**config.mk**
```make
export PLATFORM = sky130hd
export DESIGN_NAME = lsu_arbiter
export DESIGN_NICKNAME = d
export VERILOG_FILES = /design/src/rtl/lsu_arbiter.sv
export SDC_FILE = /design/constraint.sdc
export NUM_CORES = 1
export LEC_CHECK = 0
export BUFFER_PORTS_ARGS = -buffer_cell sky130_fd_sc_hd__buf_2
export CAP_MARGIN = 25
export CORE_MARGIN = 3
export CORE_UTILIZATION = 45
export CTS_CLUSTER_SIZE = 30
export DETAILED_ROUTE_END_ITERATION = 8
export GPL_ROUTABILITY_DRIVEN = 0
export PLACE_DENSITY = 0.78
export REMOVE_ABC_BUFFERS = 1
export SLEW_MARGIN = 20
export SYNTH_ARGS = -nofsm -noshare
export SYNTH_HDL_FRONTEND = slang
export SYNTH_SLANG_ARGS = --single-unit
```
**constraint.sdc**
```tcl
create_clock -name clk_i -period 12.46 [get_ports clk_i]
set_input_delay 1.869 -clock clk_i [delete_from_list [all_inputs] [get_ports clk_i]]
set_output_delay 1.869 -clock clk_i [all_outputs]
set_load 0.03 [all_outputs]
```
**src/rtl/lsu_arbiter.sv**
```systemverilog
// Purpose: round-robin share of one load/store unit between port 0 (core) and port 1 (debug/DMA).
// Latency: accept at N, LSU access at N+1, read sample at N+2, rsp_valid pulse at N+3; one access per 3 cycles.
// Backpressure: req_ready is offered only in IDLE and only to the granted port; responses cannot be stalled.
module lsu_arbiter #(
  parameter logic [31:0] PARK_ADDR = 32'h0000_0000
) (
  input  logic        clk_i,
  input  logic        rst_i,
  input  logic        p0_req_valid_i,
  output logic        p0_req_ready_o,
  input  logic [31:0] p0_addr_i,
  input  logic [31:0] p0_wdata_i,
  input  logic        p0_we_i,
  output logic        p0_rsp_valid_o,
  output logic [31:0] p0_rdata_o,
  input  logic        p1_req_valid_i,
  output logic        p1_req_ready_o,
  input  logic [31:0] p1_addr_i,
  input  logic [31:0] p1_wdata_i,
  input  logic        p1_we_i,
  output logic        p1_rsp_valid_o,
  output logic [31:0] p1_rdata_o,
  output logic [31:0] lsu_addr_o,
  output logic [31:0] lsu_st_data_o,
  output logic        lsu_st_en_o,
  input  logic [31:0] lsu_ld_data_i,
  output logic        busy_o
);

  typedef enum logic [1:0] {
    IDLE  = 2'd0,
    ISSUE = 2'd1,
    RESP  = 2'd2
  } state_t;

  state_t      state_q, state_d;
  logic        rr_q;        // port preferred when both request
  logic        grant_vld;
  logic        grant_port;
  logic [31:0] addr_q;
  logic [31:0] wdata_q;
  logic        we_q;
  logic        port_q;

  // Arbitration, next state and LSU drive; idle/read cycles feed load data back as store data
  always_comb begin
    state_d        = state_q;
    grant_vld      = 1'b0;
    grant_port     = 1'b0;
    p0_req_ready_o = 1'b0;
    p1_req_ready_o = 1'b0;
    lsu_addr_o     = PARK_ADDR;
    lsu_st_en_o    = 1'b0;
    lsu_st_data_o  = lsu_ld_data_i;
    case (state_q)
      IDLE: begin
        if (p0_req_valid_i && p1_req_valid_i) begin
          grant_vld  = 1'b1;
          grant_port = rr_q;
        end else if (p0_req_valid_i) begin
          grant_vld  = 1'b1;
          grant_port = 1'b0;
        end else if (p1_req_valid_i) begin
          grant_vld  = 1'b1;
          grant_port = 1'b1;
        end
        p0_req_ready_o = grant_vld && !grant_port;
        p1_req_ready_o = grant_vld && grant_port;
        if (grant_vld) state_d = ISSUE;
      end
      ISSUE: begin
        lsu_addr_o    = addr_q;
        lsu_st_en_o   = we_q;
        lsu_st_data_o = we_q ? wdata_q : lsu_ld_data_i;
        state_d       = RESP;
      end
      RESP: begin
        lsu_addr_o = addr_q;
        state_d    = IDLE;
      end
      default: state_d = IDLE;
    endcase
  end

  // State register; reset abandons any access in flight
  always_ff @(posedge clk_i or posedge rst_i) begin
    if (rst_i) state_q <= IDLE;
    else       state_q <= state_d;
  end

  // Latch the granted request and hand preference to the other port
  always_ff @(posedge clk_i or posedge rst_i) begin
    if (rst_i) begin
      rr_q    <= 1'b0;
      addr_q  <= 32'h0;
      wdata_q <= 32'h0;
      we_q    <= 1'b0;
      port_q  <= 1'b0;
    end else if (grant_vld) begin
      rr_q    <= ~grant_port;
      addr_q  <= grant_port ? p1_addr_i  : p0_addr_i;
      wdata_q <= grant_port ? p1_wdata_i : p0_wdata_i;
      we_q    <= grant_port ? p1_we_i    : p0_we_i;
      port_q  <= grant_port;
    end
  end

  // Sample load data at the end of RESP and pulse the owning port for one cycle
  always_ff @(posedge clk_i or posedge rst_i) begin
    if (rst_i) begin
      p0_rsp_valid_o <= 1'b0;
      p1_rsp_valid_o <= 1'b0;
      p0_rdata_o     <= 32'h0;
      p1_rdata_o     <= 32'h0;
    end else begin
      p0_rsp_valid_o <= 1'b0;
      p1_rsp_valid_o <= 1'b0;
      if (state_q == RESP) begin
        if (port_q) begin
          p1_rsp_valid_o <= 1'b1;
          p1_rdata_o     <= lsu_ld_data_i;
        end else begin
          p0_rsp_valid_o <= 1'b1;
          p0_rdata_o     <= lsu_ld_data_i;
        end
      end
    end
  end

  assign busy_o = (state_q != IDLE);

endmodule

```
==> parameters.txt <==
Parameter                              Value

Synthesis
  Area share of and/or/nand/nor cells after synthesis ... 0.104
  Cell count after synthesis ... 460
  Fraction of synthesized cell area in xor and xnor cells ... 0
  Post-Syn Area ... 6270 µm²
  Leading post-synthesis cells by cell area ... sky130_fd_sc_hd__dfrtp_1 54%, sky130_fd_sc_hd__mux2_2 17%, sky130_fd_sc_hd__a221o_1 9.3%, sky130_fd_sc_hd__and2_1 8.5%, sky130_fd_sc_hd__buf_8 1.4%
  Average instance area after synthesis ... 13.6 µm²
  Area fraction in compound gates after synthesis ... 0.124
  Cell type with the highest aggregate area in the netlist ... sky130_fd_sc_hd__dfrtp_1
  Area share of the largest cell type after synthesis ... 0.539
  Number of warnings reported in the yosys synthesis log ... 0
  Seq cells post-synth ... 135
  Area share of fa/ha/maj cells after synthesis ... 0.00998
  Library cells used by synthesis ... 29
  Sequential share of the synthesized area ... 0.539
  Multiplexer fraction of the synthesized cell area ... 0.177
  Largest family of logic cells by synthesized area ... multiplexers

Placement
  Detailed Place HPWL ... 12400 µm
  Number of I/O port buffers ... 299
  Dpl cells ... 907

Floorplanning
  Total core area ... 13500 µm²
  IO Count ... 300
  Number of core rows ... 42
  Die width ... 124 µm
  Die area ... 15400 µm²
  Starting utilization of the core area ... 0.466
  DIE HEIGHT ... 124 µm

STA
  Worst hold slack ... 498 ps
  Unrepaired setup endpoints after global routing ... no
  Maximum clock frequency ... 192 MHz
  Period minus WS final ... 5200 ps
  Final Setup Violations ... 0
  Worst Tran Pin Value ... 880 ps
  Normalized max-slew margin ... 0.413
  Tcrit/Tclk final ... 0.418
  Final hold violation count ... 0
  Worst clock skew ... 5.31 ps
  Total count of max-transition violations in the final report ... 0
  Fin Setup TNS ... 0 ps

Clocking
  Later-pin clock latency in the skew report ... 410 ps
  Hold buffers post-CTS ... 0
  Number of H-tree levels ... 4
  CTS tree ... built
  Clock tree buffer depth ... 2
  Reg clk slew, reported paths ... 50 ps
  Number of CTS-inserted buffers ... 17
  Clock sink count ... 135
  Post-CTS setup buffers ... 0
  PostCTS Resize Cnt ... 0
  Library cell used as clock root buffer ... sky130_fd_sc_hd__clkbuf_16

Critical path
  Required time reported for the critical path endpoint ... 10590 ps
  Critical path launch point ... p1_req_valid_i
  CP max FO ... 61
  Endpoint of the lowest-slack register-to-register path ... wdata_q[28]
  Worst-path cell chain ... buf_2 > and2_1 > nor2_8 > buf_4 > buf_2
  Source of the worst register-to-register timing path ... state_q[1]
  Sort of element at the end of the critical path ... output pin
  Type of element launching the critical path ... input port
  Worst setup path endpoint ... p0_req_ready_o
  CP arrival ... 3330 ps
  Max incr delay on CP ... 580 ps
  Max stage delay cell, worst path ... sky130_fd_sc_hd__buf_4
  Number of cells traversed by the worst register-to-register path ... 6
  CP Class ... in -> out
  Most prevalent standard cell on the critical path ... sky130_fd_sc_hd__buf_2
  FF-to-FF setup slack ... 10150 ps

Finish
  Fraction of layout cells with a size suffix above 1 ... 0.578
  Final nets ... 922
  Area growth from synthesis to layout ... 33.4%
  Diodes inserted ... 0
  Final cell count without fillers ... 936
  Final design utilization ... 0.622
  Most frequent cells in the layout ... 299 x sky130_fd_sc_hd__buf_2, 135 x sky130_fd_sc_hd__dfrtp_1, 96 x sky130_fd_sc_hd__mux2_2
  Leading cell type in the layout, fill and taps excluded ... sky130_fd_sc_hd__buf_2

Pwr
  Static leakage ... 4.19 nW
  Power density normalized to cell area ... 306 nW/µm²
  Worst vdd rail ir drop ... 160 µV

Global route
  Wire length of the first global-routing pass ... 25700 µm
  Number of global-route vias before repair ... 5051
  Sum of overflow across all layers after global routing ... 0
  Total routing usage reported by global routing ... 0.220
  Maximum number of pins on one net before global-route repair ... 72
  Number of antenna violations at the first check in global routing ... 0

Route
  Final Routed Wirelength ... 17400 µm
  Drt initial violations ... 255
  DR vias ... 4949
  DRT Pass-1 Iters ... 4
  Average routed wire per standard cell ... 18.6 µm
  Number of DRC violations after detailed routing ... 0
  Drt via density ... 5.29
  Antenna Violating Nets Remaining ... 0

Status
  Run status ... completed

Flow run
  Max-cap violations ... 0

Min path
  Kind of path behind the tightest hold check ... reg -> reg
  Hold path startpoint ... p0_rdata_o[29]
-- layout make-up --
type / count / area (µm²)
clock buffers: 24 / 492
repair buffers: 306 / 1560
well taps: 176 / 220
inverters: 6 / 27.5
flip-flops and latches: 135 / 3380
clock inverters: 4 / 70.1
fillers: 1080 / 5090
multi-input cells: 285 / 2610
-- worst max-delay path: cells and delay by family --
kind                   cells  cell delay (ps)
buffers and inverters      3             1040
and+or+nand+nor            2              390
-- cells by family after synthesis --
kind of cell / after synthesis
mux: 98
buf+inv: 40
fa+ha+maj: 5
flops: 135
simple gates: 101
compound gates: 81
-- metal layers --
layer / share of wire / global-route usage / wire length (µm)
met5: 0 / 0 / 0
met4: 0.022 / 0.0828 / 375
met3: 0.087 / 0.0713 / 1530
met2: 0.52 / 0.392 / 9000
met1: 0.37 / 0.245 / 6530
-- report_power, final --
| group | switching, mW | total, mW | internal (mW) | leakage, nW |
|---|---|---|---|---|
| registers | 0.105 | 0.764 | 0.659 | 1.63 |
| clock network | 0.169 | 0.480 | 0.310 | 0.278 |
| logic | 0.814 | 1.32 | 0.503 | 2.28 |
| total | 1.09 | 2.56 | 1.47 | 4.19 |
-- metrics by stage --
stage	power [mW]	setup slack [ps]	area [µm²]
final	2.56	7260	8360
after global routing	2.70	7200	8360
after CTS	2.58	7270	8340
after detailed placement	2.09	7300	7780
after global placement	2.05	7330	7780
after floorplan	1.68	6980	6000
-- how the worst min path moves through the flow --
stage / cells after the start / slack, ps / end
after floorplan: 1 / 460 / rr_q
after global placement: 1 / 480 / rr_q
after detailed placement: 1 / 480 / rr_q
after CTS: 1 / 490 / rr_q
after global routing: 1 / 520 / p1_rdata_o[9]
final: 1 / 500 / p0_rdata_o[29]
-- sequential cells by signal (all words and copies together), names as in the netlist --
signal / flops
addr_q: 32
p0_rdata_o: 32
p0_rsp_valid_o: 1
p1_rdata_o: 32
p1_rsp_valid_o: 1
port_q: 1
rr_q: 1
state_q: 2
wdata_q: 32
we_q: 1
-- cells in the mapped netlist --
master and count:
sky130_fd_sc_hd__nor2_8 1, sky130_fd_sc_hd__buf_6 5, sky130_fd_sc_hd__clkbuf_1 6, sky130_fd_sc_hd__inv_2 1, sky130_fd_sc_hd__nand2_1 3, sky130_fd_sc_hd__or3_4 1, sky130_fd_sc_hd__a21o_2 1, sky130_fd_sc_hd__ha_1 5
sky130_fd_sc_hd__mux2_2 96, sky130_fd_sc_hd__dfrtp_1 135, sky130_fd_sc_hd__o21bai_1 6, sky130_fd_sc_hd__and2b_1 1, sky130_fd_sc_hd__buf_8 6, sky130_fd_sc_hd__a21o_1 1, sky130_fd_sc_hd__a22o_1 6, sky130_fd_sc_hd__nor2b_1 1
sky130_fd_sc_hd__nor2_4 1, sky130_fd_sc_hd__mux2_4 2, sky130_fd_sc_hd__o21ai_2 1, sky130_fd_sc_hd__buf_2 10, sky130_fd_sc_hd__a221o_2 1, sky130_fd_sc_hd__and2_1 85, sky130_fd_sc_hd__inv_1 5, sky130_fd_sc_hd__nand2_2 1
sky130_fd_sc_hd__buf_4 7, sky130_fd_sc_hd__and2_0 7, sky130_fd_sc_hd__a221o_1 58, sky130_fd_sc_hd__o2bb2ai_1 6, sky130_fd_sc_hd__o21a_1 1
Note: power is estimated with default switching activity, not from simulation.
